$ cat config.mk
export PLATFORM = sky130hd
export DESIGN_NAME = riscy_fetch_flat
export DESIGN_NICKNAME = d
export VERILOG_FILES = /design/src/rtl/riscy_fetch_if.sv /design/src/rtl/riscy_fetch.sv /design/src/flat_wrapper.sv
export SDC_FILE = /design/constraint.sdc
export NUM_CORES = 1
export LEC_CHECK = 0
export BUFFER_PORTS_ARGS = -buffer_cell sky130_fd_sc_hd__clkbuf_2
export CAP_MARGIN = 20
export CORE_MARGIN = 4
export CORE_UTILIZATION = 29
export CTS_CLUSTER_SIZE = 14
export DETAILED_ROUTE_END_ITERATION = 7
export PLACE_DENSITY = 0.6
export REMOVE_ABC_BUFFERS = 1
export SETUP_SLACK_MARGIN = 0.2
export SLEW_MARGIN = 20
export SYNTH_ARGS = -nofsm -noshare
export SYNTH_HDL_FRONTEND = slang
export SYNTH_SLANG_ARGS = --single-unit
$ cat constraint.sdc
create_clock -name CLK -period 3.2 [get_ports CLK]
set_input_delay 0 -clock CLK [delete_from_list [all_inputs] [get_ports CLK]]
set_output_delay 0 -clock CLK [all_outputs]
set_load 0.03 [all_outputs]
$ cat src/rtl/riscy_fetch_if.sv
// Sequencer and program-memory signals of the RISCY fetch stage in one bundle.
// slave is the fetch stage's view; master is the sequencer/memory side.
interface riscy_fetch_if #(
   parameter int AW  = 5,
   parameter int DW  = 8,
   parameter int OPW = 3
);
   logic           fetch_req;
   logic           ir_valid;
   logic           ir_ack;
   logic [OPW-1:0] opcode;
   logic [AW-1:0]  operand;
   logic [AW-1:0]  pc;
   logic           pc_load;
   logic [AW-1:0]  pc_target;
   logic           pc_skip;
   logic           mem_rd;
   logic [AW-1:0]  mem_addr;
   logic [DW-1:0]  mem_rdata;
   logic           mem_ack;
   logic           busy;

   modport slave (
      input  fetch_req, ir_ack, pc_load, pc_target, pc_skip, mem_rdata, mem_ack,
      output ir_valid, opcode, operand, pc, mem_rd, mem_addr, busy
   );

   modport master (
      output fetch_req, ir_ack, pc_load, pc_target, pc_skip, mem_rdata, mem_ack,
      input  ir_valid, opcode, operand, pc, mem_rd, mem_addr, busy
   );
endinterface

$ cat src/rtl/riscy_fetch.sv
// RISCY fetch stage: PC/IR with a mem_rd/mem_ack read, 2-cycle min latency, HOLD until ir_ack.
// Define RISCY_FETCH_COUNT_EN to add fetch_cnt, a saturating count of accepted instructions.
module riscy_fetch #(
   parameter int            AW       = 5,
   parameter int            DW       = 8,
   parameter int            OPW      = 3,
   parameter logic [AW-1:0] RESET_PC = '0
) (
   input  logic         CLK,
   input  logic         RST,
   riscy_fetch_if.slave bus
`ifdef RISCY_FETCH_COUNT_EN
   ,
   output logic [7:0]   fetch_cnt
`endif
);

   typedef enum logic [1:0] {
      IDLE = 2'd0,
      RD   = 2'd1,
      HOLD = 2'd2
   } state_t;

   localparam logic [AW-1:0] PC_ONE = {{(AW-1){1'b0}}, 1'b1};

   state_t        state_q, state_d;
   logic [AW-1:0] pc_q, pc_d;
   logic [DW-1:0] ir_q, ir_d;

   always_ff @(posedge CLK or negedge RST) begin
      if (!RST) begin
         state_q <= IDLE;
         pc_q    <= RESET_PC;
         ir_q    <= '0;
      end else begin
         state_q <= state_d;
         pc_q    <= pc_d;
         ir_q    <= ir_d;
      end
   end

   always_comb begin
      state_d = state_q;
      pc_d    = pc_q;
      ir_d    = ir_q;

      // Jumps/skips land before the state decision so a same-cycle fetch reads the new PC.
      if (state_q != RD) begin
         if (bus.pc_load)
            pc_d = bus.pc_target;
         else if (bus.pc_skip)
            pc_d = pc_q + PC_ONE;
      end

      case (state_q)
         IDLE: begin
            if (bus.fetch_req)
               state_d = RD;
         end
         RD: begin
            if (bus.mem_ack) begin
               ir_d    = bus.mem_rdata;
               pc_d    = pc_q + PC_ONE;
               state_d = HOLD;
            end
         end
         HOLD: begin
            if (bus.ir_ack)
               state_d = bus.fetch_req ? RD : IDLE;
         end
         default: state_d = IDLE;
      endcase
   end

   assign bus.mem_rd   = (state_q == RD);
   assign bus.busy     = (state_q == RD);
   assign bus.ir_valid = (state_q == HOLD);
   assign bus.mem_addr = pc_q;
   assign bus.pc       = pc_q;
   assign bus.opcode   = ir_q[DW-1:DW-OPW];
   assign bus.operand  = ir_q[AW-1:0];

`ifdef RISCY_FETCH_COUNT_EN
   logic [7:0] cnt_q, cnt_d;

   always_comb begin
      cnt_d = cnt_q;
      if (state_q == HOLD && bus.ir_ack && cnt_q != 8'hFF)
         cnt_d = cnt_q + 8'd1;
   end

   always_ff @(posedge CLK or negedge RST) begin
      if (!RST)
         cnt_q <= 8'd0;
      else
         cnt_q <= cnt_d;
   end

   assign fetch_cnt = cnt_q;
`endif

endmodule

$ cat src/flat_wrapper.sv
// flat-port wrapper written by rule: the top's interface ports become plain ports
module riscy_fetch_flat 
#(
   parameter int            AW       = 5,
   parameter int            DW       = 8,
   parameter int            OPW      = 3,
   parameter logic [AW-1:0] RESET_PC = '0
)
  (CLK, RST, bus_fetch_req, bus_ir_ack, bus_pc_load, bus_pc_target, bus_pc_skip, bus_mem_rdata, bus_mem_ack, bus_ir_valid, bus_opcode, bus_operand, bus_pc, bus_mem_rd, bus_mem_addr, bus_busy);
  riscy_fetch_if #(.AW(AW), .DW(DW), .OPW(OPW)) bus_i ();
  input  logic CLK;
  input  logic RST;
  input wire logic [$bits(bus_i.fetch_req)-1:0] bus_fetch_req;
  input wire logic [$bits(bus_i.ir_ack)-1:0] bus_ir_ack;
  input wire logic [$bits(bus_i.pc_load)-1:0] bus_pc_load;
  input wire logic [$bits(bus_i.pc_target)-1:0] bus_pc_target;
  input wire logic [$bits(bus_i.pc_skip)-1:0] bus_pc_skip;
  input wire logic [$bits(bus_i.mem_rdata)-1:0] bus_mem_rdata;
  input wire logic [$bits(bus_i.mem_ack)-1:0] bus_mem_ack;
  output wire logic [$bits(bus_i.ir_valid)-1:0] bus_ir_valid;
  output wire logic [$bits(bus_i.opcode)-1:0] bus_opcode;
  output wire logic [$bits(bus_i.operand)-1:0] bus_operand;
  output wire logic [$bits(bus_i.pc)-1:0] bus_pc;
  output wire logic [$bits(bus_i.mem_rd)-1:0] bus_mem_rd;
  output wire logic [$bits(bus_i.mem_addr)-1:0] bus_mem_addr;
  output wire logic [$bits(bus_i.busy)-1:0] bus_busy;
  assign bus_i.fetch_req = bus_fetch_req;
  assign bus_i.ir_ack = bus_ir_ack;
  assign bus_i.pc_load = bus_pc_load;
  assign bus_i.pc_target = bus_pc_target;
  assign bus_i.pc_skip = bus_pc_skip;
  assign bus_i.mem_rdata = bus_mem_rdata;
  assign bus_i.mem_ack = bus_mem_ack;
  assign bus_ir_valid = bus_i.ir_valid;
  assign bus_opcode = bus_i.opcode;
  assign bus_operand = bus_i.operand;
  assign bus_pc = bus_i.pc;
  assign bus_mem_rd = bus_i.mem_rd;
  assign bus_mem_addr = bus_i.mem_addr;
  assign bus_busy = bus_i.busy;
  riscy_fetch #(.AW(AW), .DW(DW), .OPW(OPW), .RESET_PC(RESET_PC)) u_core (.CLK(CLK), .RST(RST), .bus(bus_i));
endmodule
==> impl_metrics.ini <==
[timing]
setup_total_negative_slack_ps = 0
fin_crit_sh_pct = 44.8
maxClockFrequency_mhz = 698
final_skew_ps = 11.4
worst_slew_pin_slew_ps = 392
rsz0062_at_grt = false
final.min_clock_period_ps = 1430
relSlewSlack_pct = 73.8
hold_viol = 0
final_max_slew_viol_count = 0
setup-violations-final = 0

[place]
placed_cells = 139
dp_hpwl_mm = 1.48
io_buffer_count = 40
routabilityCongestion = 0.782
dpl_cell_area_um2 = 1020

[global_routing]
grt_first_pass_wirelength_mm = 3.55
grt.overflow.total = 0
antenna_found_initial = 0
gr-usage-all-layers_pct = 11.0
number_of_global_route_vias_before_repair = 791
grt_max_degree = 16

[floorplanning]
io-pin-count = 41
floorplan.die.height_um = 62.3
core_um2 = 2780
die_area_um2 = 3880
start_util_pct = 30.8
die_x_um = 62.3
rows = 19

[synth]
synth_top_cell_area_share_pct = 43.9
yosys.cell_types.count = 31
post_synth_and_or_nand_nor_area_fraction_pct = 14.6
synth_top_cell_by_area = sky130_fd_sc_hd__dfrtp_1
compound_gate_portion_of_the_synthesized_area_pct = 11.3
synth_warnings = 0
synth_adder_area_share_pct = 1.46
synth.cell_area_um2 = 856
number_of_cells_produced_by_synthesis = 77
netlist_top_cells_area = sky130_fd_sc_hd__dfrtp_1 (44%), sky130_fd_sc_hd__mux2_2 (11%), sky130_fd_sc_hd__buf_4 (5.3%), sky130_fd_sc_hd__mux2i_1 (3.5%), sky130_fd_sc_hd__a211oi_1 (3.5%)
synth_xor_area_share_pct = 4.09
synth_top_family_by_area = simple AND/OR/NAND/NOR gates
seq_area_frac_synth_pct = 43.9
yosys_register_bits = 15
muxShareOfSynthArea_pct = 14.0
average_size_of_a_mapped_cell_um2 = 11.1

[final_layout]
layout-drive-gt1-share_pct = 43.2
layoutNonFillerInstCount = 156
nNetsFinal = 147
area_growth_syn_to_layout_pct = 37.4
post_layout_util_pct = 42.3
final_design_area_no_fill_um2 = 1180
num_antenna_cells = 0

[critical_path]
cp-end-kind = flop
timing.reg2reg.setup_slack_ps = 1770
crit_path_max_fanout = 7
timing.setup.critical_path_class = reg -> reg
worst_setup_path_start_kind = flop
cp.required_ps = 3380
critPathArrivalTime_ps = 1610

[detailed_routing]
drc = 0
drt-wirelength-per-cell_um = 12.7
dr.pass1.iters = 4
ant_nets = 0
detailroute.via_count = 749
wl_mm = 1.98
viasPerCell = 4.80
drt-initial-drc-count = 14

[clock_network]
ctsRootBufferMaster = sky130_fd_sc_hd__clkbuf_4
numCtsBuffers = 3
clk_latency_ps = 290
worst_setup_hold_path_clk_slew_ps = 100
h-tree-depth = 1
clock_tree.buffer_depth = 2
cts.sink_count = 15
postCtsSetupRepairBufs = 0
tritoncts = built

[power_and_ir_drop]
pwr_density_cell_nw_per_um2 = 1010
fin_total_pwr_mw = 1.19
leakage_nw = 0.566
worst_ir_drop_vdd_mv = 0.536

[run_status]
outcome = complete, no violations

[flow_run]
maxCapViolations = 0

[worst_hold_path]
hold_class = in -> reg
[cells in the mapped netlist (all sizes together)]
cell type and n:
xnor2 3, a22oi 1, inv 3, xor2 1, nor2 3, nor4 1, o21ai 5, a211oi 4
nand3 1, a311o 1, or2b 1, and3 1, buf 8, and2b 2, nand3b 1, clkbuf 1
mux2 8, nand2b 1, mux2i 3, a21oi 3, dfrtp 15, nand2 5, a311oi 1, nor3 1
ha 1, nand4 2
[critical path: stages (launching register included)]
cell                      delay (ps)
sky130_fd_sc_hd__dfrtp_1         490
sky130_fd_sc_hd__ha_1            240
sky130_fd_sc_hd__and3_1          190
sky130_fd_sc_hd__nand2_1          60
sky130_fd_sc_hd__a311o_1         340
[registers in the layout (all words and copies together) (netlist names)]
| name | cells |
|---|---|
| u_core.ir_q | 8 |
| u_core.state_q | 2 |
| u_core.bus.mem_addr | 5 |
[logic make-up (layout without fill, tap and decap cells)]
group	after synthesis	count (layout)
adders and majority gates	1	1
muxes	11	11
DFF	15	15
and+or+nand+nor	19	19
buffers and inverters	12	60
AOI/OAI and AO/OA	15	15
xor gates and xnor gates	4	4
[repair_timing]
item | in CTS | in global routing
resized for setup | 0 | 0
hold buffers | 13 | 0
hold endpoints to repair | 27 | 0
[worst paths after layout]
kind                                        start                     end  cells past startpoint
min in group asynchronous                     RST  u_core.bus.mem_addr[1]                      2
setup reg to reg           u_core.bus.mem_addr[0]  u_core.bus.mem_addr[4]                      4
hold reg to reg                    u_core.ir_q[7]          u_core.ir_q[7]                      1
hold / removal                         bus_ir_ack       u_core.state_q[1]                      3
max in group asynchronous                     RST       u_core.state_q[1]                      2
setup / recovery           u_core.bus.mem_addr[0]  u_core.bus.mem_addr[4]                      4
[routing by layer]
layer  share of wire, %  GRT usage [%]  vias to the layer above  wire length, um
li1                   -              -                      365                -
met1                 40           13.5                      355              794
met2                 54           18.9                       25             1060
met3                5.0           1.44                        4              100
met4                1.2           4.77                        0               23
met5                  0              0                        -                0
[layout make-up]
| class | count | area (um^2) |
|---|---|---|
| flip-flops and latches | 15 | 375 |
| well taps | 31 | 38.8 |
| clock buffers | 4 | 26.3 |
| inverters | 3 | 16.3 |
| repair buffers | 53 | 330 |
| fillers | 269 | 1610 |
| multi-input cells | 50 | 389 |
[placed cells by master (no fill, tap or decap), types with 2 or more instances in the layout]
cell and n:
sky130_fd_sc_hd__a211oi_1 4, sky130_fd_sc_hd__a21oi_1 3, sky130_fd_sc_hd__and2b_1 2, sky130_fd_sc_hd__clkbuf_2 40, sky130_fd_sc_hd__clkbuf_4 3, sky130_fd_sc_hd__dfrtp_1 15
sky130_fd_sc_hd__dlygate4sd3_1 13, sky130_fd_sc_hd__inv_1 2, sky130_fd_sc_hd__mux2_2 8, sky130_fd_sc_hd__mux2i_1 3, sky130_fd_sc_hd__nand2_1 4, sky130_fd_sc_hd__nand4_1 2
sky130_fd_sc_hd__nor2_1 3, sky130_fd_sc_hd__o21ai_0 4, sky130_fd_sc_hd__xnor2_1 3
[per-stage QoR]
step / worst slack (ps) / hold slack [ps]
floorplan: 1470 / -296
global placement: 1830 / -60.8
detailed placement: 1790 / -59.6
CTS: 1780 / 5.70
global route: 1680 / 41.5
finish: 1770 / 17.0
[where the power goes]
part / total (mW) / internal [mW] / switching [mW]
logic: 0.700 / 0.245 / 0.455
clock network: 0.109 / 0.0484 / 0.0610
registers: 0.378 / 0.282 / 0.0957
total: 1.19 / 0.575 / 0.612
(Power assumes the default switching activity.)
